### src/rtl/uart_pkg.sv
// Shared types and constants for the UART receive / word loader path.
package uart_pkg;

    typedef enum logic [1:0] {IDLE, START, DATA, STOP} rx_state_t;

    localparam int BITS_PER_FRAME = 8;

    // Count at which the start bit is re-checked: the middle of the bit.
    function automatic int half_bit_last(input int clks_per_bit);
        return clks_per_bit / 2 - 1;
    endfunction

endpackage

### src/rtl/uart_rx_loader_if.sv
// Serial line in, received bytes and assembled memory words out.
interface uart_rx_loader_if #(
    parameter int ADDR_W = 8
) ();
    logic              rxd;
    logic [7:0]        rx_data;
    logic              rx_valid;
    logic              frame_err;
    logic [31:0]       word_data;
    logic              word_valid;
    logic [ADDR_W-1:0] word_addr;
    logic              busy;

    modport master (
        input  rxd,
        output rx_data, rx_valid, frame_err, word_data, word_valid, word_addr, busy
    );

    modport slave (
        output rxd,
        input  rx_data, rx_valid, frame_err, word_data, word_valid, word_addr, busy
    );
endinterface

### src/rtl/uart_rx_byte.sv
// 8N1 receiver: 2-flop synchroniser, bit-timing FSM, shift register.
// Byte/frame_err pulse one cycle after the mid-stop-bit sample; no back-pressure.
module uart_rx_byte
    import uart_pkg::*;
#(
    parameter int CLKS_PER_BIT = 868
) (
    input  logic                      clk,
    input  logic                      reset,
    input  logic                      rxd,
    output logic [BITS_PER_FRAME-1:0] rx_data,
    output logic                      rx_valid,
    output logic                      frame_err,
    output logic                      busy
);

    localparam int               CNT_W     = $clog2(CLKS_PER_BIT);
    localparam logic [CNT_W-1:0] HALF_LAST = CNT_W'(half_bit_last(CLKS_PER_BIT));
    localparam logic [CNT_W-1:0] BIT_LAST  = CNT_W'(CLKS_PER_BIT - 1);
    localparam logic [2:0]       LAST_BIT  = 3'(BITS_PER_FRAME - 1);

    logic                      sync1, rxs;
    rx_state_t                 state, state_d;
    logic [CNT_W-1:0]          cnt, cnt_d;
    logic [2:0]                bit_idx, bit_idx_d;
    logic [BITS_PER_FRAME-1:0] shift, shift_d, rx_data_d;
    logic                      high_seen, high_seen_d;
    logic                      rx_valid_d, frame_err_d;

    always_ff @(posedge clk or posedge reset) begin
        if (reset) begin
            sync1     <= 1'b1;
            rxs       <= 1'b1;
            state     <= IDLE;
            cnt       <= '0;
            bit_idx   <= '0;
            shift     <= '0;
            high_seen <= 1'b0;
            rx_data   <= '0;
            rx_valid  <= 1'b0;
            frame_err <= 1'b0;
            busy      <= 1'b0;
        end else begin
            sync1     <= rxd;
            rxs       <= sync1;
            state     <= state_d;
            cnt       <= cnt_d;
            bit_idx   <= bit_idx_d;
            shift     <= shift_d;
            high_seen <= high_seen_d;
            rx_data   <= rx_data_d;
            rx_valid  <= rx_valid_d;
            frame_err <= frame_err_d;
            busy      <= (state_d != IDLE);
        end
    end

    always_comb begin
        state_d     = state;
        cnt_d       = cnt + CNT_W'(1);
        bit_idx_d   = bit_idx;
        shift_d     = shift;
        high_seen_d = high_seen;
        rx_data_d   = rx_data;
        rx_valid_d  = 1'b0;
        frame_err_d = 1'b0;
        case (state)
            IDLE: begin
                cnt_d = '0;
                // A falling edge only counts once the line has been seen idle, so a break yields one error.
                if (rxs) begin
                    high_seen_d = 1'b1;
                end else if (high_seen) begin
                    state_d     = START;
                    high_seen_d = 1'b0;
                end
            end
            START: begin
                if (cnt == HALF_LAST) begin
                    cnt_d     = '0;
                    bit_idx_d = '0;
                    if (!rxs) begin
                        state_d = DATA;
                    end else begin
                        state_d     = IDLE;
                        high_seen_d = 1'b1;
                    end
                end
            end
            DATA: begin
                if (cnt == BIT_LAST) begin
                    cnt_d     = '0;
                    shift_d   = {rxs, shift[BITS_PER_FRAME-1:1]};
                    bit_idx_d = bit_idx + 3'd1;
                    if (bit_idx == LAST_BIT) state_d = STOP;
                end
            end
            STOP: begin
                // Leave at mid-stop-bit so a back-to-back start edge is not missed.
                if (cnt == BIT_LAST) begin
                    cnt_d       = '0;
                    state_d     = IDLE;
                    high_seen_d = rxs;
                    if (rxs) begin
                        rx_data_d  = shift;
                        rx_valid_d = 1'b1;
                    end else begin
                        frame_err_d = 1'b1;
                    end
                end
            end
            default: state_d = IDLE;
        endcase
    end

endmodule

### src/rtl/uart_rx_loader.sv
// UART loader: bytes packed little-endian into 32-bit words with a wrapping word index.
// word_valid one cycle after the 4th rx_valid; pulses only, consumer cannot stall.
module uart_rx_loader
    import uart_pkg::*;
#(
    parameter int CLKS_PER_BIT = 868,
    parameter int ADDR_W       = 8
) (
    input  logic          clk,
    input  logic          reset,
    uart_rx_loader_if.master bus
);

    logic [BITS_PER_FRAME-1:0]   byte_dat;
    logic                        byte_vld;
    logic [1:0]                  lane;
    logic [3*BITS_PER_FRAME-1:0] partial;
    logic [31:0]                 word;
    logic                        word_vld;
    logic [ADDR_W-1:0]           addr;

    uart_rx_byte #(.CLKS_PER_BIT(CLKS_PER_BIT)) u_byte (
        .clk       (clk),
        .reset     (reset),
        .rxd       (bus.rxd),
        .rx_data   (byte_dat),
        .rx_valid  (byte_vld),
        .frame_err (bus.frame_err),
        .busy      (bus.busy)
    );

    always_ff @(posedge clk or posedge reset) begin
        if (reset) begin
            lane     <= '0;
            partial  <= '0;
            word     <= '0;
            word_vld <= 1'b0;
            addr     <= '0;
        end else begin
            word_vld <= 1'b0;
            // The index stays put for the pulse cycle and advances right after it.
            if (word_vld) addr <= addr + ADDR_W'(1);
            if (byte_vld) begin
                if (lane == 2'd3) begin
                    word     <= {byte_dat, partial};
                    word_vld <= 1'b1;
                    lane     <= '0;
                end else begin
                    partial <= {byte_dat, partial[3*BITS_PER_FRAME-1:BITS_PER_FRAME]};
                    lane    <= lane + 2'd1;
                end
            end
        end
    end

    assign bus.rx_data    = byte_dat;
    assign bus.rx_valid   = byte_vld;
    assign bus.word_data  = word;
    assign bus.word_valid = word_vld;
    assign bus.word_addr  = addr;

endmodule

### src/flat_wrapper.sv
// flat-port wrapper written by rule: the top's interface ports become plain ports
module uart_rx_loader_flat import uart_pkg::*;
#(
    parameter int CLKS_PER_BIT = 868,
    parameter int ADDR_W       = 8
)
  (clk, reset, bus_rxd, bus_rx_data, bus_rx_valid, bus_frame_err, bus_word_data, bus_word_valid, bus_word_addr, bus_busy);
  uart_rx_loader_if #(.ADDR_W(ADDR_W)) bus_i ();
  input  logic clk;
  input  logic reset;
  input wire logic [$bits(bus_i.rxd)-1:0] bus_rxd;
  output wire logic [$bits(bus_i.rx_data)-1:0] bus_rx_data;
  output wire logic [$bits(bus_i.rx_valid)-1:0] bus_rx_valid;
  output wire logic [$bits(bus_i.frame_err)-1:0] bus_frame_err;
  output wire logic [$bits(bus_i.word_data)-1:0] bus_word_data;
  output wire logic [$bits(bus_i.word_valid)-1:0] bus_word_valid;
  output wire logic [$bits(bus_i.word_addr)-1:0] bus_word_addr;
  output wire logic [$bits(bus_i.busy)-1:0] bus_busy;
  assign bus_i.rxd = bus_rxd;
  assign bus_rx_data = bus_i.rx_data;
  assign bus_rx_valid = bus_i.rx_valid;
  assign bus_frame_err = bus_i.frame_err;
  assign bus_word_data = bus_i.word_data;
  assign bus_word_valid = bus_i.word_valid;
  assign bus_word_addr = bus_i.word_addr;
  assign bus_busy = bus_i.busy;
  uart_rx_loader #(.CLKS_PER_BIT(CLKS_PER_BIT), .ADDR_W(ADDR_W)) u_core (.clk(clk), .reset(reset), .bus(bus_i));
endmodule
### config.mk
export PLATFORM = sky130hd
export DESIGN_NAME = uart_rx_loader_flat
export DESIGN_NICKNAME = d
export VERILOG_FILES = /design/src/rtl/uart_pkg.sv /design/src/rtl/uart_rx_loader_if.sv /design/src/rtl/uart_rx_byte.sv /design/src/rtl/uart_rx_loader.sv /design/src/flat_wrapper.sv
export SDC_FILE = /design/constraint.sdc
export NUM_CORES = 1
export LEC_CHECK = 0
export ABC_AREA = 1
export CAP_MARGIN = 20
export CORE_MARGIN = 5
export CORE_UTILIZATION = 40
export DETAILED_ROUTE_END_ITERATION = 7
export PLACE_DENSITY = 0.7
export SLEW_MARGIN = 25
export SYNTH_ARGS = -nofsm -noshare
export SYNTH_HDL_FRONTEND = slang
export SYNTH_SLANG_ARGS = --single-unit
### constraint.sdc
create_clock -name clk -period 6.05 [get_ports clk]
set_input_delay 1.21 -clock clk [delete_from_list [all_inputs] [get_ports clk]]
set_output_delay 1.21 -clock clk [all_outputs]
set_load 0.005 [all_outputs]
* Yosys cells after proc, flatten, opt, wreduce, memory -nomap -nowiden
Cells that the tools add are included. W data, S select, Z words.
Cells by class: div/mod/pow operators 0, reductions and logical operators 11, add/sub/neg operators 4, magnitude comparators 0, shift operators 0, equal/unequal tests 11, muxes and demuxes 27, multiply operators 0, bitwise gates (word level) 1
Operators with widths (number):
- $pmux W10 S3 | 1
- $mux W10 | 2
- $mux W2 | 8
- $mux W1 | 11
- $add A10 B1 Y10 const B | 1
- $eq A10 B10 Y1 const B | 1
- $eq A10 B9 Y1 const B | 1
- $add A8 B1 Y8 const B | 1
- $ne A2 B2 Y1 const B | 4
- $pmux W2 S4 | 1
- $eq A2 B2 Y1 const B | 3
- $mux W3 | 2
- $pmux W3 S2 | 1
- $reduce_and A2 Y1 | 3
- $reduce_and A3 Y1 | 2
- $reduce_and A4 Y1 | 1
- $reduce_bool A2 Y1 | 2
- $add A3 B1 Y3 const B | 1
- $eq A3 B3 Y1 const B | 1
- $pmux W1 S3 | 1
- $reduce_bool A3 Y1 | 1
- $add A2 B1 Y2 const B | 1
- $eq A2 B1 Y1 const B | 1
- $logic_not A2 Y1 | 1
- 2 further kinds | 2
Storage, ports and cells: word-level logic and storage cells 70, bits in read-only memories 0, register bits 104, latch bits 0, RAM bits 0, memories 0, input bits 3

* Depth between registers and ports, before layout
Gate-level depths: netlist of run 1.
depth after elaboration 5, gate-level depth with buffers 9, gate-level depth less buffers 9

* Cells and area by module
A second synthesis of run 1 with hierarchy kept.
Unflattened totals: cells, all modules 458, area, all modules 4285.4 um2
By module, submodules not included:
- uart_rx_loader | times used 1, area each 2605.0 um2, sequential area each 1676.6 um2, cells an instance 270
- uart_rx_byte | times used 1, area each 1680.4 um2, sequential area each 928.4 um2, cells an instance 188

* Worst setup path after synthesis of run 1
Ideal clock, no wire load.
path kind reg-to-output, start reg u_core.word_vld, in the netlist u_core.bus.word_valid, end out bus_word_valid, stages on the path, launching flop included 1, buffers on the path 0, setup slack 4.433 ns, required time 4.840 ns, arrival 0.407 ns, cell sequence dfrtp_1
RTL lines:
- start: declaration | line uart_rx_loader.sv:19 | logic word_vld;
- start signal: assignment | line uart_rx_loader.sv:37 | word_vld <= 1'b0;
- start signal: assignment | line uart_rx_loader.sv:40 | word_vld <= 1'b0;
- start signal: assignment | line uart_rx_loader.sv:46 | word_vld <= 1'b1;
- end: declaration | line flat_wrapper.sv:16 | output wire logic [$bits(bus_i.word_valid)-1:0] bus_word_valid;
No word-level cell between the ends.

* Final worst setup path of run 1
start reg u_core.word_vld, in the netlist u_core.bus.word_valid, end out bus_word_valid
No word-level cell between the ends.

==> results of run 1 <==
worst reg2reg max path: stages, from the launching register on:
cell	delay, ns
dfrtp_1	0.41
ha_1	0.24
nand2_2	0.66
clkinv_1	0.50
nand2_1	0.15
nand2_1	0.05
per-stage QoR:
stage	utilization	area, sq um	instances	power [mW]	setup slack (ns)
final	0.497	5180	651	1.27	3.50
after floorplan	-	4310	454	0.843	2.11
after global placement	0.478	4980	635	0.871	3.21
after detailed placement	0.478	4980	635	0.877	3.18
after CTS	0.497	5180	651	1.29	3.47
after global routing	0.497	5180	651	1.34	3.40
path summary, 6_finish.rpt:
| path | slack (ns) | cells after the start | to | startpoint |
|---|---|---|---|---|
| min in group asynchronous | 1.22 | 2 | u_core.partial[16] | reset |
| min reg2reg | 0.36 | 0 | u_core.u_byte.rxs | u_core.u_byte.sync1 |
| max reg2reg | 3.95 | 5 | u_core.bus.word_data[0] | u_core.lane[0] |
| min | 0.36 | 0 | u_core.u_byte.rxs | u_core.u_byte.sync1 |
| max in group asynchronous | 3.69 | 3 | u_core.bus.word_data[24] | reset |
| max | 3.50 | 1 | bus_word_valid | u_core.bus.word_valid |
final cells by class:
type,instances,share of cell area
sequential,104,0.503
timing repair buffer,56,0.107
clock buffer,9,0.0239
inverter,56,0.0425
clock inverter,7,0.0138
multi-input combinational,283,0.276
tap,136,0.0329
kinds of logic (layout without fill, tap and decap cells):
kind of cell	Yosys count	in the layout	share of synthesized area
compound gates	59	59	0.0756
xor+xnor	9	9	0.0183
fa+ha+maj	6	6	0.0174
buf+inv	67	128	0.0634
flops	104	104	0.605
mux	1	1	0.00523
simple gates	208	208	0.215
flip-flops by register name, summed over array words and instances, names as in the netlist:
name and count:
u_core.bus.word_addr 8, u_core.bus.word_data 32, u_core.bus.word_valid 1, u_core.lane 2, u_core.partial 24, u_core.u_byte.bit_idx 3, u_core.u_byte.busy 1, u_core.u_byte.cnt 10
u_core.u_byte.frame_err 1, u_core.u_byte.high_seen 1, u_core.u_byte.rx_data 8, u_core.u_byte.rx_valid 1, u_core.u_byte.rxs 1, u_core.u_byte.shift 8, u_core.u_byte.state 2, u_core.u_byte.sync1 1
layer usage:
| layer | part of all wire | vias up | routed length, um | GRT usage |
|---|---|---|---|---|
| met4 | 0.010 | 0 | 80 | 0.0433 |
| li1 | - | 1526 | - | - |
| met2 | 0.45 | 52 | 3510 | 0.199 |
| met1 | 0.49 | 1393 | 3800 | 0.173 |
| met5 | 0 | - | 0 | 0 |
| met3 | 0.053 | 8 | 412 | 0.0329 |
where the power goes:
part / total [mW] / internal [mW] / switching (mW)
Sequential: 0.740 / 0.719 / 0.0208
Combinational: 0.121 / 0.0398 / 0.0808
Clock: 0.412 / 0.161 / 0.251
cell usage after synthesis:
master    count  area (sq um)
nand3_4       2          35.0
a21oi_1       3          15.0
clkinv_4      1          8.76
clkinv_1      1          3.75
nor3_1        2          10.0
nor2_1       20          75.1
o21ai_1       5          25.0
mux2i_4       1          22.5
o21ai_2       5          43.8
xor2_1        6          52.6
nand3b_1      2          15.0
buf_6         1          11.3
inv_2         9          33.8
nor2_4        4          45.0
nor3_2        5          50.1
inv_1        44           165
o21ai_4       1          16.3
xnor2_1       3          26.3
dfrtp_1     102          2550
or2_1         1          6.26
inv_4         1          6.26
nand3_1      10          50.1
nand3_2       1          10.0
clkbuf_1      5          18.8
nand2_2       6          37.5
ha_1          6          75.1
buf_2         5          25.0
nand2_1     151           567
dfstp_2       2          52.6
nand4_1       2          12.5
o21ai_0      45           225
nor2_2        2          12.5
==> summary.md, run 1 <==
| Metric | Value |
|---|---|
| Std-Cell Core Area | 0.0104 sq mm |
| Register area | 0.00261 sq mm |
| Multi-input gate area | 0.00143 sq mm |
| Die height | 114 um |
| Slew Viols, Final | 0 |
| I/O Buffers | 54 |
| Slew headroom | 0.391 |
| Fillers | 1007 |
| Layout cells sized above 1 | 0.117 |
| Crit path max-delay family | buffers and inverters |
| Nets@finish | 519 |
| RSZ-0062 raised after global routing | no |
| Seq/Total Area, Yosys | 0.605 |
| Ant. Diodes | 0 |
| Die footprint | 0.0129 sq mm |
| GRT overflow | 0 |
| GPL Wtd Cong | 0.854 |
| Max Fclk | 393 MHz |
| DR vias/cell | 4.58 |
| Largest net degree at the start of global routing | 66 |
| Min-Delay Path Class | reg2reg |
| PD cells | 246 mW/mm^2 |
| CP max stage delay | 0.53 ns |
| Row cnt | 37 |
| Final Cycle Share | 0.421 |
| Total wire length | 7800 um |
| Vias post-DR | 2979 |
| TritonRoute pass-1 iters | 4 |
| DR DRC count | 0 |
| Gr usage total | 0.128 |
| Leak | 2.42 nW |
| Clock root buffer | clkbuf_8 |
| H-tree depth | 3 |
| Post-cts resize count | 0 |
| Setup CP Type | reg2out |
| Fin Hold WS | 0.362 ns |
| Clock Sinks | 104 |
| # setup viols final | 0 |
| Synth unique cells | 32 |
| First-pass GRT wire length | 13400 um |
| Worst Tran Pin Value | 0.910 ns |
| Most common cell after layout, fill and taps aside | nand2_1 |
| Final min period | 2.55 ns |
| CTS Hold Bufs | 0 |
| Gate Count Post-Synth | 454 |
| Most frequent cells in the layout | nand2_1 (150), dfrtp_1 (102), clkdlybuf4s50_1 (54), o21ai_0 (45), inv_1 (43) |
| Synth warnings | 0 |
| Die width | 114 um |
| Clock Path Buffers | 2 |
| CP Data Required Time | 4.84 ns |
| Post-synthesis register bit count | 104 |
| Post-CTS Setup Inserts | 0 |
| CTS tree | yes |
| Vias in the first global route | 2898 |
| Crit. End Element | output pin |
| Mapped Area | 0.00431 sq mm |
| IO Count | 55 |
| Status | finished clean |
| CP Cell Sequence | clkdlybuf4s50_1 |
| Routed wire per std cell | 12.0 um |
| Initial drt markers | 172 |
| CTS buffer count | 9 |
| CTS clk-pin slew, worst paths | 0.10 ns |
| Detail Placement HPWL | 5690 um |
| Crit Path Max Fanout | 6 |
| Syn Area/Cell | 9.48 sq um |
| Crit path buf inv count | 1 |
| Initial antenna violation count | 0 |
| Final TNS setup | 0 ns |
| Endpoints failing hold | 0 |
| CP arrival | 1.34 ns |
| Max VDD drop | 138 uV |
| Crit-path slowest cell | clkdlybuf4s50_1 |
| Initial Util | 0.413 |
| Max-cap violations | 0 |
| Syn Nets | 463 |
| Synthesis-to-layout area growth | 20.2% |
| Post-route ant nets | 0 |
| Final Skew | 0.0182 ns |
| Worst Setup Start Kind | flop |
| Clk Latency, worst-skew pair | 0.38 ns |
Power figures use the tool's default switching activity.
==> run 2: changes to the inputs <==
Clock period 6.05 ns to 2.46 ns, I/O delays scaled along.
==> summary.md, run 2 (synthesized netlist as in run 1, its figures left out) <==
| Metric | Value |
|---|---|
| Initial Util | 0.413 (unchanged) |
| Min-Delay Path Class | in2async |
| H-tree depth | 3 (unchanged) |
| CTS tree | yes |
| Crit path max-delay family | buffers and inverters |
| TritonRoute pass-1 iters | 4 (unchanged) |
| Leak | 2.43 nW (+0.52%) |
| Post-CTS Setup Inserts | 0 (unchanged) |
| Endpoints failing hold | 0 (unchanged) |
| Die height | 114 um (unchanged) |
| Dpl cells | 636 (+0.16%) |
| Finished Cell Area | 0.00521 sq mm (+0.60%) |
| Initial antenna violation count | 0 (unchanged) |
| CTS Hold Bufs | 0 (unchanged) |
| Final Cycle Share | 0.751 |
| Most common cell after layout, fill and taps aside | nand2_1 |
| Max-cap violations | 0 (unchanged) |
| IO Count | 55 (unchanged) |
| Die footprint | 0.0129 sq mm (unchanged) |
| Crit path buf inv count | 1 (unchanged) |
| Vias in the first global route | 2928 (+1.0%) |
| Largest net degree at the start of global routing | 104 (+58%) |
| Post-cts resize count | 0 (unchanged) |
| Worst Tran Pin Value | 0.811 ns (-0.0996 ns) |
| Dpl cell area | 0.00500 sq mm (+0.43%) |
| Max Fclk | 541 MHz |
| Final TNS setup | 0 ns (unchanged) |
| Std-Cell Core Area | 0.0104 sq mm (unchanged) |
| CP arrival | 1.36 ns (+0.02 ns) |
| Status | finished clean |
| CTS clk-pin slew, worst paths | 0.10 ns (about the same) |
| Initial drt markers | 133 (-23%) |
| Setup CP Type | reg2out |
| Crit. End Element | output pin |
| Clock Path Buffers | 2 (unchanged) |
| Slew Viols, Final | 0 (unchanged) |
| Layout cells sized above 1 | 0.118 (+0.00171) |
| Post-route ant nets | 0 (unchanged) |
| Vias post-DR | 2977 (-0.067%) |
| Largest register FFs | 32 (unchanged) |
| Final min period | 1.85 ns |
| Final Skew | 0.00917 ns (-0.00899 ns) |
| CP Cell Sequence | clkdlybuf4s50_1 |
| PD cells | 612 mW/mm^2 (+150%) |
| Gr usage total | 0.125 (-0.00215) |
| First-pass GRT wire length | 13200 um (-2.0%) |
| Synthesis-to-layout area growth | 21.0% |
| Clk Latency, worst-skew pair | 0.36 ns (-0.02 ns) |
| CTS buffer count | 9 (unchanged) |
| Clock Sinks | 104 (unchanged) |
| CP Data Required Time | 1.97 ns (-2.87 ns) |
| Crit Path Max Fanout | 4 (-2) |
| Design Power | 3.19 mW (+150%) |
| RSZ-0062 raised after global routing | no |
| Most frequent cells in the layout | nand2_1 (150), dfrtp_1 (102), clkdlybuf4s50_1 (54), o21ai_0 (45), inv_1 (43) |
| Max VDD drop | 359 uV (+160%) |
| Total wire length | 7770 um (-0.37%) |
| # setup viols final | 0 (unchanged) |
| I/O Buffers | 54 (unchanged) |
| Fin cells | 652 (+0.15%) |
| Clock root buffer | clkbuf_8 |
| Slew headroom | 0.460 (+0.0686) |
| DR DRC count | 0 (unchanged) |
| Fillers | 960 (-4.7%) |
| Nets@finish | 520 (+0.19%) |
| Row cnt | 37 (unchanged) |
| DR vias/cell | 4.57 (-0.22%) |
| Die width | 114 um (unchanged) |
| Worst Setup Start Kind | flop |
| Fin Hold WS | 0.342 ns (-0.0200 ns) |
| Routed wire per std cell | 11.9 um (-0.52%) |
| GPL Wtd Cong | 0.810 (-5.1%) |
| CP max stage delay | 0.56 ns (+0.03 ns) |
| Crit-path slowest cell | clkdlybuf4s50_1 |
| GRT overflow | 0 (unchanged) |
| Ant. Diodes | 0 (unchanged) |
| Detail Placement HPWL | 5540 um (-2.5%) |
run 2: cell types whose count changed in the layout (fill, tap and decap cells not counted), sizes merged:
cell    previous run  this run
bufinv             0         1
inv               57        55
clkbuf             9        10
buf                2         3
run 2: final cells by class:
type	count	area, sq um	share of cell area
inverter	56	221	0.0425
sequential	104	2610	0.500
timing repair buffer	57	576	0.111
tap	136	170	0.0327
multi-input combinational	283	1430	0.275
clock buffer	10	128	0.0245
clock inverter	6	77.6	0.0149
run 2: path summary, 6_finish.rpt:
| kind | start | endpoint | slack (ns) | cells after the start |
|---|---|---|---|---|
| max reg2reg | u_core.lane[0] | u_core.partial[10] | 0.81 | 3 |
| min | reset | u_core.bus.word_data[16] | 0.34 | 2 |
| min in group clk | u_core.u_byte.sync1 | u_core.u_byte.rxs | 0.36 | 0 |
| min reg2reg | u_core.u_byte.sync1 | u_core.u_byte.rxs | 0.36 | 0 |
| max | u_core.u_byte.rx_valid | bus_rx_valid | 0.61 | 1 |
| max in group asynchronous | reset | u_core.u_byte.rx_data[2] | 1.41 | 3 |
run 2: power by group:
part           leakage [nW]  switching [mW]  total (mW)  internal (mW)
combinational         0.900           0.200       0.298         0.0984
clock                 0.101           0.581        1.07          0.488
sequential             1.43          0.0495        1.82           1.77
total                  2.43           0.830        3.19           2.36
run 2: layer usage:
layer | share of wire | vias up | routed length (um) | track usage
met1 | 0.46 | 1390 | 3610 | 0.156
met4 | 0.011 | 0 | 84 | 0.0353
li1 | - | 1525 | - | -
met5 | 0 | - | 0 | 0
met2 | 0.47 | 52 | 3660 | 0.210
met3 | 0.053 | 10 | 412 | 0.0408
run 2: stage by stage:
step | setup slack, ns | util
floorplan | 0.724 | -
global placement | 0.887 | 0.480
detailed placement | 0.820 | 0.480
CTS | 0.565 | 0.500
global route | 0.545 | 0.500
finish | 0.612 | 0.500
